`config.mk`:
```
export PLATFORM = sky130hd
export DESIGN_NAME = fifo_writer_packer
export DESIGN_NICKNAME = d
export VERILOG_FILES = /design/src/rtl/fifo_writer_packer_pkg.sv /design/src/rtl/fifo_writer_packer_word_hold_reg.sv /design/src/rtl/fifo_writer_packer.sv
export SDC_FILE = /design/constraint.sdc
export NUM_CORES = 1
export LEC_CHECK = 0
export CORE_MARGIN = 8
export CORE_UTILIZATION = 45
export DETAILED_ROUTE_END_ITERATION = 8
export PLACE_DENSITY_LB_ADDON = 0.08
export SETUP_SLACK_MARGIN = 0.4
export SYNTH_ARGS = -nofsm -noshare
export SYNTH_HDL_FRONTEND = slang
export SYNTH_SLANG_ARGS = --single-unit
```
`constraint.sdc`:
```
create_clock -name CLK -period 2.8 [get_ports CLK]
set_clock_uncertainty 0.15 [all_clocks]
set_input_delay 0.7 -clock CLK [delete_from_list [all_inputs] [get_ports CLK]]
set_output_delay 0.7 -clock CLK [all_outputs]
set_load 0.01 [all_outputs]
```
`src/rtl/fifo_writer_packer_pkg.sv`:
```
// Shared definitions for the byte-stream-to-FIFO packer path.
package fifo_writer_packer_pkg;

  typedef enum logic [2:0] {
    IDLE  = 3'd0,
    PACK  = 3'd1,
    FLUSH = 3'd2,
    DRAIN = 3'd3,
    DONE  = 3'd4
  } packer_state_e;

  localparam int unsigned BYTES_PER_WORD = 4;
  localparam int unsigned LANE_W         = 8;
  localparam int unsigned WORD_W         = BYTES_PER_WORD * LANE_W;

  localparam logic [LANE_W-1:0] PAD_BYTE_DEFAULT = 8'h00;

  // Replace every lane at or above first_pad with the pad value.
  function automatic logic [WORD_W-1:0] pad_word(
    input logic [WORD_W-1:0] word,
    input logic [1:0]        first_pad,
    input logic [LANE_W-1:0] pad
  );
    logic [WORD_W-1:0] res;
    res = word;
    for (int k = 0; k < BYTES_PER_WORD; k++) begin
      if (2'(k) >= first_pad) res[k*LANE_W +: LANE_W] = pad;
    end
    return res;
  endfunction

endpackage

```
`src/rtl/fifo_writer_packer_word_hold_reg.sv`:
```
// Single-entry holding register between the packer and the FIFO write port.
module word_hold_reg
  import fifo_writer_packer_pkg::*;
(
  input  logic              CLK,
  input  logic              RESET,
  input  logic              load,
  input  logic [WORD_W-1:0] load_data,
  input  logic              fifo_full,
  output logic              pending,
  output logic              wr_en,
  output logic [WORD_W-1:0] din
);

  logic [WORD_W-1:0] word_q;

  // A word leaves whenever the FIFO has room; a reset cycle never writes.
  assign wr_en = pending && !fifo_full && !RESET;
  assign din   = word_q;

  // Load wins over write so a word can be replaced in the cycle it drains.
  always_ff @(posedge CLK) begin
    if (RESET) begin
      pending <= 1'b0;
      word_q  <= '0;
    end else if (load) begin
      pending <= 1'b1;
      word_q  <= load_data;
    end else if (wr_en) begin
      pending <= 1'b0;
    end
  end

endmodule

```
`src/rtl/fifo_writer_packer.sv`:
```
// Packs a valid/ready byte stream into little-endian 32-bit FIFO words,
// pads a partial last word, and pulses o_Done once the FIFO has taken it.
// Optional FIFO_WRITER_PACKER_CHECKSUM_EN adds a 16-bit byte-sum output.
module fifo_writer_packer
  import fifo_writer_packer_pkg::*;
#(
  parameter logic [7:0]  PAD_BYTE = PAD_BYTE_DEFAULT,
  parameter int unsigned LEN_W    = 16
) (
  input  logic              CLK,
  input  logic              RESET,
  input  logic              i_Write_Request,
  input  logic [LEN_W-1:0]  i_RCC_BYTE_LENGTH,
  input  logic [7:0]        i_serialized_input,
  input  logic              i_serialized_input_valid,
  output logic              o_serialized_input_ready,
  input  logic              i_FIFO_full,
  output logic              o_FIFO_wr_en,
  output logic [31:0]       o_FIFO_din,
  output logic [1:0]        o_Serialize_Counter,
  output logic [LEN_W-1:0]  o_Bytes_Counter,
  output logic [LEN_W-3:0]  o_Words_Written,
  output logic              o_Busy,
  output logic              o_Done
`ifdef FIFO_WRITER_PACKER_CHECKSUM_EN
  ,
  output logic [15:0]       o_Checksum
`endif
);

  packer_state_e     state;
  logic [LEN_W-1:0]  len_q;
  logic [WORD_W-1:0] shift_q;

  logic              ready_c;
  logic              accept_c;
  logic              last_byte_c;
  logic              drain_ok_c;
  logic              hold_load_c;
  logic [WORD_W-1:0] merged_c;
  logic [WORD_W-1:0] padded_c;
  logic [WORD_W-1:0] hold_data_c;
  logic [LEN_W-1:0]  bytes_inc_c;
  logic              pending;

  // Single pending-word stage feeding the FIFO write port.
  word_hold_reg u_hold (
    .CLK       (CLK),
    .RESET     (RESET),
    .load      (hold_load_c),
    .load_data (hold_data_c),
    .fifo_full (i_FIFO_full),
    .pending   (pending),
    .wr_en     (o_FIFO_wr_en),
    .din       (o_FIFO_din)
  );

  assign o_serialized_input_ready = ready_c;

  // Handshake, lane merge and holding-register load selection.
  always_comb begin
    ready_c     = (state == PACK) &&
                  !((o_Serialize_Counter == 2'd3) && pending && i_FIFO_full);
    accept_c    = ready_c && i_serialized_input_valid;
    drain_ok_c  = !pending || o_FIFO_wr_en;
    bytes_inc_c = o_Bytes_Counter + LEN_W'(1);
    last_byte_c = accept_c && (bytes_inc_c == len_q);
    merged_c    = shift_q;
    merged_c[{o_Serialize_Counter, 3'b000} +: LANE_W] = i_serialized_input;
    padded_c    = pad_word(shift_q, o_Serialize_Counter, PAD_BYTE);
    hold_load_c = 1'b0;
    hold_data_c = merged_c;
    if (accept_c && (o_Serialize_Counter == 2'd3)) begin
      hold_load_c = 1'b1;
    end else if ((state == FLUSH) && drain_ok_c) begin
      hold_load_c = 1'b1;
      hold_data_c = padded_c;
    end
  end

  // Transfer FSM with its counters and registered status outputs.
  always_ff @(posedge CLK) begin
    if (RESET) begin
      state               <= IDLE;
      len_q               <= '0;
      shift_q             <= '0;
      o_Serialize_Counter <= '0;
      o_Bytes_Counter     <= '0;
      o_Words_Written     <= '0;
      o_Busy              <= 1'b0;
      o_Done              <= 1'b0;
    end else begin
      o_Done <= 1'b0;
      if (o_FIFO_wr_en) o_Words_Written <= o_Words_Written + (LEN_W-2)'(1);
      case (state)
        IDLE: begin
          if (i_Write_Request) begin
            len_q               <= i_RCC_BYTE_LENGTH;
            shift_q             <= '0;
            o_Serialize_Counter <= '0;
            o_Bytes_Counter     <= '0;
            o_Words_Written     <= '0;
            o_Busy              <= 1'b1;
            if (i_RCC_BYTE_LENGTH == '0) begin
              state  <= DONE;
              o_Done <= 1'b1;
            end else begin
              state <= PACK;
            end
          end
        end
        PACK: begin
          if (accept_c) begin
            shift_q             <= merged_c;
            o_Serialize_Counter <= o_Serialize_Counter + 2'd1;
            o_Bytes_Counter     <= bytes_inc_c;
            if (last_byte_c) begin
              state <= (o_Serialize_Counter == 2'd3) ? DRAIN : FLUSH;
            end
          end
        end
        FLUSH: begin
          if (drain_ok_c) begin
            shift_q             <= padded_c;
            o_Serialize_Counter <= '0;
            state               <= DRAIN;
          end
        end
        DRAIN: begin
          if (drain_ok_c) begin
            state  <= DONE;
            o_Done <= 1'b1;
          end
        end
        DONE: begin
          state  <= IDLE;
          o_Busy <= 1'b0;
        end
        default: begin
          state  <= IDLE;
          o_Busy <= 1'b0;
        end
      endcase
    end
  end

`ifdef FIFO_WRITER_PACKER_CHECKSUM_EN
  // Running sum of accepted bytes; pad lanes never pass through accept.
  always_ff @(posedge CLK) begin
    if (RESET) begin
      o_Checksum <= '0;
    end else if ((state == IDLE) && i_Write_Request) begin
      o_Checksum <= '0;
    end else if (accept_c) begin
      o_Checksum <= o_Checksum + 16'(i_serialized_input);
    end
  end
`endif

endmodule

```
Word level (Yosys, flattened, before mapping)
Cells that the tools add are included.
{"block": "word_totals", "ff_bits": 118, "out_inout_bits": 68}
{"block": "classes", "n_addsub": 4, "magnitude_cmp": 4, "n_eq_ne": 10, "shift": 2, "muxes": 39, "bitwise": 1, "n_reduce_logical": 25}
{"op": "32-bit two-way mux", "count": 5}
{"op": "32-bit one-hot mux with 3 select lines", "count": 1}
{"op": "14-bit two-way mux", "count": 3}
{"op": "32-bit bitwise mux", "count": 1}
{"op": "16-bit two-way mux", "count": 2}
{"op": "8-bit two-way mux", "count": 4}
{"op": "16-bit one-hot mux with 2 select lines", "count": 1}
{"op": "8-bit by 7-bit variable shift with 32-bit output, first input constant", "count": 1}
{"op": "8-bit by 7-bit variable part select with 32-bit output", "count": 1}
{"op": "3-bit two-way mux", "count": 6}
{"op": "16-bit by 1-bit adder with 16-bit output, second input constant", "count": 1}
{"op": "16-bit equality test", "count": 1}
{"op": "16-bit zero test", "count": 1}
{"op": "14-bit by 1-bit adder with 14-bit output, second input constant", "count": 1}
{"op": "3-bit one-hot mux with 4 select lines", "count": 1}
{"op": "2-bit != test, second input constant", "count": 5}
{"op": "1-bit logical AND", "count": 9}
{"op": "1-bit two-way mux", "count": 9}
{"op": "5-bit negation with 7-bit output", "count": 1}
{"op": "3-bit by 2-bit equality test with 1-bit output, second input constant", "count": 2}
{"op": "2-bit two-way mux", "count": 3}
{"op": "2-bit one-hot mux with 3 select lines", "count": 1}
{"op": "5-bit AND reduction", "count": 1}
{"op": "1-bit by 2-bit >= comparator with 1-bit output, first input constant", "count": 2}
{"op": "15 further kinds", "count": 22}

Depth between registers and ports, before layout
{"block": "depth", "word_depth": 10, "ltp_mapped": 10}

Hierarchy
From an unflattened synthesis, not the netlist that was laid out.
{"block": "unflattened", "cells_unflattened": 674, "hier_area_um2": 5708.0}
{"module": "fifo_writer_packer", "instances": 1, "cells_per_inst": 566, "area_each_um2": 4501.8}
{"module": "word_hold_reg", "instances": 1, "cells_per_inst": 108, "area_each_um2": 1206.2}

Worst setup path before layout
No wires, ideal clock.
{"block": "synth_path", "kind": "reg2reg", "startpoint": "register o_Serialize_Counter[0]", "endpoint": "register u_hold.word_q[10] (netlist: u_hold.din[10])", "setup_ps": 66, "arrival_time_ps": 2356, "required_time_ps": 2584, "setup_slack_ps": 228, "stages_incl_launch_ff": 11, "path_buffers": 3, "synth_period_minus_slack_ps": 2572, "path_cell_list": "dfxtp_1 -> ha_1 -> buf_4 -> and3_4 -> or4b_4 -> buf_6 -> nor4_4 -> and2_1 -> buf_6 -> a222oi_1 -> nor2_1"}
{"block": "synth_via", "elab_chain_cells": 8, "elab_cells_between_ends": 16}
{"element": "start, declared", "line_no": "fifo_writer_packer.sv:20", "text": "output logic [1:0] o_Serialize_Counter,"}
{"element": "start signal, assigned", "line_no": "fifo_writer_packer.sv:115", "text": "o_Serialize_Counter <= o_Serialize_Counter + 2'd1;"}
{"element": "parallel branches: the longest is 8 deep, another holds 5-bit negation with 7-bit output"}
{"element": "end signal, assigned", "line_no": "fifo_writer_packer_word_hold_reg.sv:28", "text": "word_q <= load_data;"}
{"element": "end, declared", "line_no": "fifo_writer_packer_word_hold_reg.sv:15", "text": "logic [WORD_W-1:0] word_q;"}
Parallel ways; which one is timed is not known.
A chain may end at the register's enable or synchronous reset.

Final worst setup path
{"block": "layout_path", "startpoint": "register o_Serialize_Counter[0]", "endpoint": "register state[1]"}
{"block": "layout_via", "elab_chain_cells": 9, "elab_cells_between_ends": 10}
{"element": "2-bit equality test (*)", "line_no": "fifo_writer_packer.sv:63", "text": "!((o_Serialize_Counter == 2'd3) && pending && i_FIFO_full);"}
{"element": "1-bit logical AND (*) (2 in series)", "line_no": "fifo_writer_packer.sv:63"}
{"element": "1-bit zero test (*)", "line_no": "fifo_writer_packer.sv:63"}
{"element": "1-bit logical AND (*)", "line_no": "fifo_writer_packer.sv:62", "text": "ready_c = (state == PACK) &&"}
{"element": "1-bit logical AND (*)", "line_no": "fifo_writer_packer.sv:64", "text": "accept_c = ready_c && i_serialized_input_valid;"}
{"element": "1-bit logical AND", "line_no": "fifo_writer_packer.sv:67", "text": "last_byte_c = accept_c && (bytes_inc_c == len_q);"}
{"element": "2-bit != test (no line)"}
{"element": "5-bit AND reduction (no line) (*)"}
{"element": "end signal, assigned", "line_no": "fifo_writer_packer.sv:118", "text": "state <= (o_Serialize_Counter == 2'd3) ? DRAIN : FLUSH;"}
{"element": "end, declared", "line_no": "fifo_writer_packer.sv:31", "text": "packer_state_e state;"}
Every way passes the cells marked *; elsewhere a longest branch is shown, timed or not.

==> flow_summary.toml <==
[timing]
timing.final.setup_violations = 0
finalHoldViolations = 0
slew_viol_final = 0
worst_pin_slew_ps = 985.0
finalCriticalPeriod_ps = 2402
fmaxAchievable_ghz = 0.4164
final_min_period_over_clock_period = 0.8577
setup_repair_after_global_routing_missed_its_margin = "yes"
slew_headroom = 0.3433
fin_hold_ws_ps = 317.9

[layout]
layout-drive-gt1-share = 0.1437
syn2layout_area_growth_pct = 34.48
antennaDiodeCount = 0
nets = 734

[min_path]
holdCritPathClass = "reg2reg"

[cts]
cts_tree = "yes"
clock_latency_ps = 380
clock-sinks = 110
ctsRootBufferMaster = "sky130_fd_sc_hd__clkbuf_8"
clk_path_buf_depth = 2
cts_buffers = 9
cts.htree.levels = 3
clk_transition_reported_paths_ps = 100

[global_routing]
grt_overflow = 0
vias_in_the_first_global_route = 4571
global_route.usage.total = 0.1879
grt_start_max_net_pins = 96
grt_pass1_wl_um = 22420
antenna_violations_before_repair = 0

[critical_path]
timing.critical_path.required_ps = 2980
cp_cell_sequence = "ha_4 -> and3_4 -> or4b_4 -> buf_4 -> nor3_4 -> o2111ai_4 -> nor4_2 -> a21bo_1"
critical_path.top_delay_family = "simple AND/OR/NAND/NOR gates"
endpoint_kind = "flop"
start_kind = "flop"
critPathBufInv = 1
critical_path_class = "reg2reg"
critPathArrivalTime_ps = 2580
crit_path_top_delay_cell = "sky130_fd_sc_hd__or4b_4"
crit_fanout = 4
slowest_delay_ps = 540

[floorplanning]
row_count = 38
initial_core_util = 0.4587
die_h_um = 120.7
core-area_sq_um = 10750
floorplan.io_pins = 97
design.die.area_sq_um = 14560
fp.dieW_um = 120.7

[yosys]
synth-compound-area-share = 0.1874
post_synth.cell_area_avg_sq_um = 8.512
ys_ff_latch = 110
synthesis.instances = 579
synth_xor_area_frac = 0.06398
synthesis.area_sq_um = 4928
synth.mux.area_fraction = 0.004062
synth_seq_area_share = 0.4468
postSynth.topFlopCell = "sky130_fd_sc_hd__dfxtp_1"
synth_enable_flop_cells = 0
synth_top_family_by_area = "simple AND/OR/NAND/NOR gates"
synthAdderAreaFrac = 0.01777
async_flop_share = 0
ys_types = 54
syn_nets = 615
yosys_warnings = 0
netlist_top_cells_area = "sky130_fd_sc_hd__dfxtp_1, sky130_fd_sc_hd__nor2_1, sky130_fd_sc_hd__a21oi_1, sky130_fd_sc_hd__nand2_1, sky130_fd_sc_hd__a222oi_1"
share_of_the_synthesized_area_in_the_top_cell_type = 0.4468
synth_top_area_cell = "sky130_fd_sc_hd__dfxtp_1"
synth_simple_gate_area_share = 0.2437

[detailed_routing]
ant_nets = 0
drtIter0Drc = 484
detailedRoute.firstPassIterationCount = 6
vias_per_cell = 5.673
wire_per_inst_um = 16.70
detail_route.drc_violations = 0
detail_route.wirelength_um = 14080
vias = 4782

[power_and_ir_drop]
irDropWorstVdd_v = 0.0002656
power-per-cell-area_nw_per_um2 = 414.4
design_power_total_w = 0.002746
power_frac_comb = 0.104
total_leakage_power_nw = 2.373
internal_power_w = 0.002022
power.switching_fraction = 0.2636
power_frac_clock = 0.313
sequentialPowerShare = 0.583
power.net_switching_w = 0.0007239

[place]
routabilityCongestion = 0.8698
port_buffers = 96
detailedPlacementHpwl_um = 9871

[outcome]
outcome = "finished, final reports clean"

[job]
max_cap_viol_count = 0
## kinds of logic after synthesis
| kind of cell | Yosys count |
|---|---|
| DFF | 110 |
| muxes | 2 |
| and+or+nand+nor | 248 |
| buffers and inverters | 41 |
| xor gates and xnor gates | 36 |
| adders and majority gates | 7 |
| AOI/OAI and AO/OA | 135 |
## worst min-delay path, cell delays in order (launching register included)
cell                      delay [ps]
sky130_fd_sc_hd__dfxtp_1         330
sky130_fd_sc_hd__nand2_1          50
sky130_fd_sc_hd__a21oi_1          50
## power by group through the flow
stage	logic, W	registers, W	clock network, W
3_5_place_dp	0.000263	0.00164	0
4_1_cts	0.000271	0.00160	0.000884
3_3_place_gp	0.000258	0.00164	0
5_1_grt	0.000308	0.00161	0.000957
2_1_floorplan	0.000144	0.00164	0
6_report	0.000285	0.00160	0.000860
## cells in the mapped netlist (2+ instances only)
cell type / number
sky130_fd_sc_hd__dfxtp_1: 110
sky130_fd_sc_hd__nor2_1: 96
sky130_fd_sc_hd__nand2_1: 65
sky130_fd_sc_hd__a21oi_1: 51
sky130_fd_sc_hd__clkbuf_1: 27
sky130_fd_sc_hd__a222oi_1: 24
sky130_fd_sc_hd__a22oi_1: 24
sky130_fd_sc_hd__xnor2_1: 21
sky130_fd_sc_hd__nand3_1: 19
sky130_fd_sc_hd__xor2_1: 15
sky130_fd_sc_hd__o21ai_0: 10
sky130_fd_sc_hd__nor3_1: 9
sky130_fd_sc_hd__nand4_1: 8
sky130_fd_sc_hd__or3_1: 8
sky130_fd_sc_hd__and3_1: 7
sky130_fd_sc_hd__ha_1: 7
sky130_fd_sc_hd__inv_1: 7
sky130_fd_sc_hd__nand2b_1: 7
sky130_fd_sc_hd__nor4_1: 7
sky130_fd_sc_hd__a31oi_1: 6
sky130_fd_sc_hd__a211oi_1: 4
sky130_fd_sc_hd__and2_1: 4
sky130_fd_sc_hd__nand3b_1: 4
sky130_fd_sc_hd__and4_1: 2
sky130_fd_sc_hd__buf_4: 2
sky130_fd_sc_hd__buf_6: 2
sky130_fd_sc_hd__mux2i_1: 2
sky130_fd_sc_hd__o211ai_1: 2
sky130_fd_sc_hd__o21a_1: 2
sky130_fd_sc_hd__o21ai_1: 2
sky130_fd_sc_hd__or4b_2: 2
## final cells by class
type	instances	area, sq um
inverters	7	26.28
clock inverters	6	38.79
clock buffers	10	127.6
fillers	1007	4118
multi-input cells	428	2693
well taps	140	175.2
flip-flops and latches	110	2225
repair buffers	142	1343
## per-layer routing
| metal | vias to the layer above | share of wire | global-route usage | wire length [um] |
|---|---|---|---|---|
| met5 | - | 0 | 0 | 0 |
| met4 | 0 | 0.014 | 0.06089 | 201 |
| met3 | 19 | 0.067 | 0.05688 | 950 |
| met2 | 136 | 0.48 | 0.3098 | 6743 |
| met1 | 2303 | 0.44 | 0.2294 | 6186 |
| li1 | 2324 | - | - | - |
## sequential cells by signal (all words and copies together) (netlist names)
signal               flops
o_Words_Written         14
o_Serialize_Counter      2
len_q                   16
o_Bytes_Counter         16
o_Done                   1
state                    3
u_hold.din              32
shift_q                 24
u_hold.pending           1
o_Busy                   1
## per-stage QoR
stage	utilization	cell area, sq um	setup TNS, ps	instances	worst slack (ps)
after floorplan	-	4949	0	579	313.9
after global placement	0.5812	6245	-6668	818	-184.9
after detailed placement	0.5812	6245	-8945	818	-266.3
after CTS	0.6021	6470	0	836	281.7
after global routing	0.6168	6628	0	843	346.6
final	0.6168	6628	0	843	398.3
## final timing paths
path	from	end	slack, ps	depth (start not counted)
max	o_Serialize_Counter[0]	state[1]	400	8
min	u_hold.din[31]	u_hold.din[31]	320	2
max reg2reg	o_Serialize_Counter[0]	state[1]	400	8
min reg2reg	u_hold.din[31]	u_hold.din[31]	320	2
## layout by cell type (no fill, tap or decap), types with 8 or more instances in the layout
cell type                         instances
sky130_fd_sc_hd__nand4_1                  8
sky130_fd_sc_hd__clkdlybuf4s50_1         91
sky130_fd_sc_hd__xnor2_1                 21
sky130_fd_sc_hd__a22oi_1                 24
sky130_fd_sc_hd__xor2_1                  15
sky130_fd_sc_hd__buf_4                   40
sky130_fd_sc_hd__dfxtp_1                102
sky130_fd_sc_hd__a21oi_1                 50
sky130_fd_sc_hd__o21ai_0                 10
sky130_fd_sc_hd__clkbuf_8                 9
sky130_fd_sc_hd__nand3_1                 17
sky130_fd_sc_hd__nand2_1                 65
sky130_fd_sc_hd__nor2_1                  94
sky130_fd_sc_hd__a222oi_1                24
## timing repair
item                                    4_1_cts  5_1_grt
resized for setup                            22       27
gates cloned                                  0        0
endpoints found under the setup margin       74       57
buffers inserted                              2        7
pin swaps                                     2       12
hold buffers                                  0        0
Note: power is estimated with default switching activity, not from simulation.
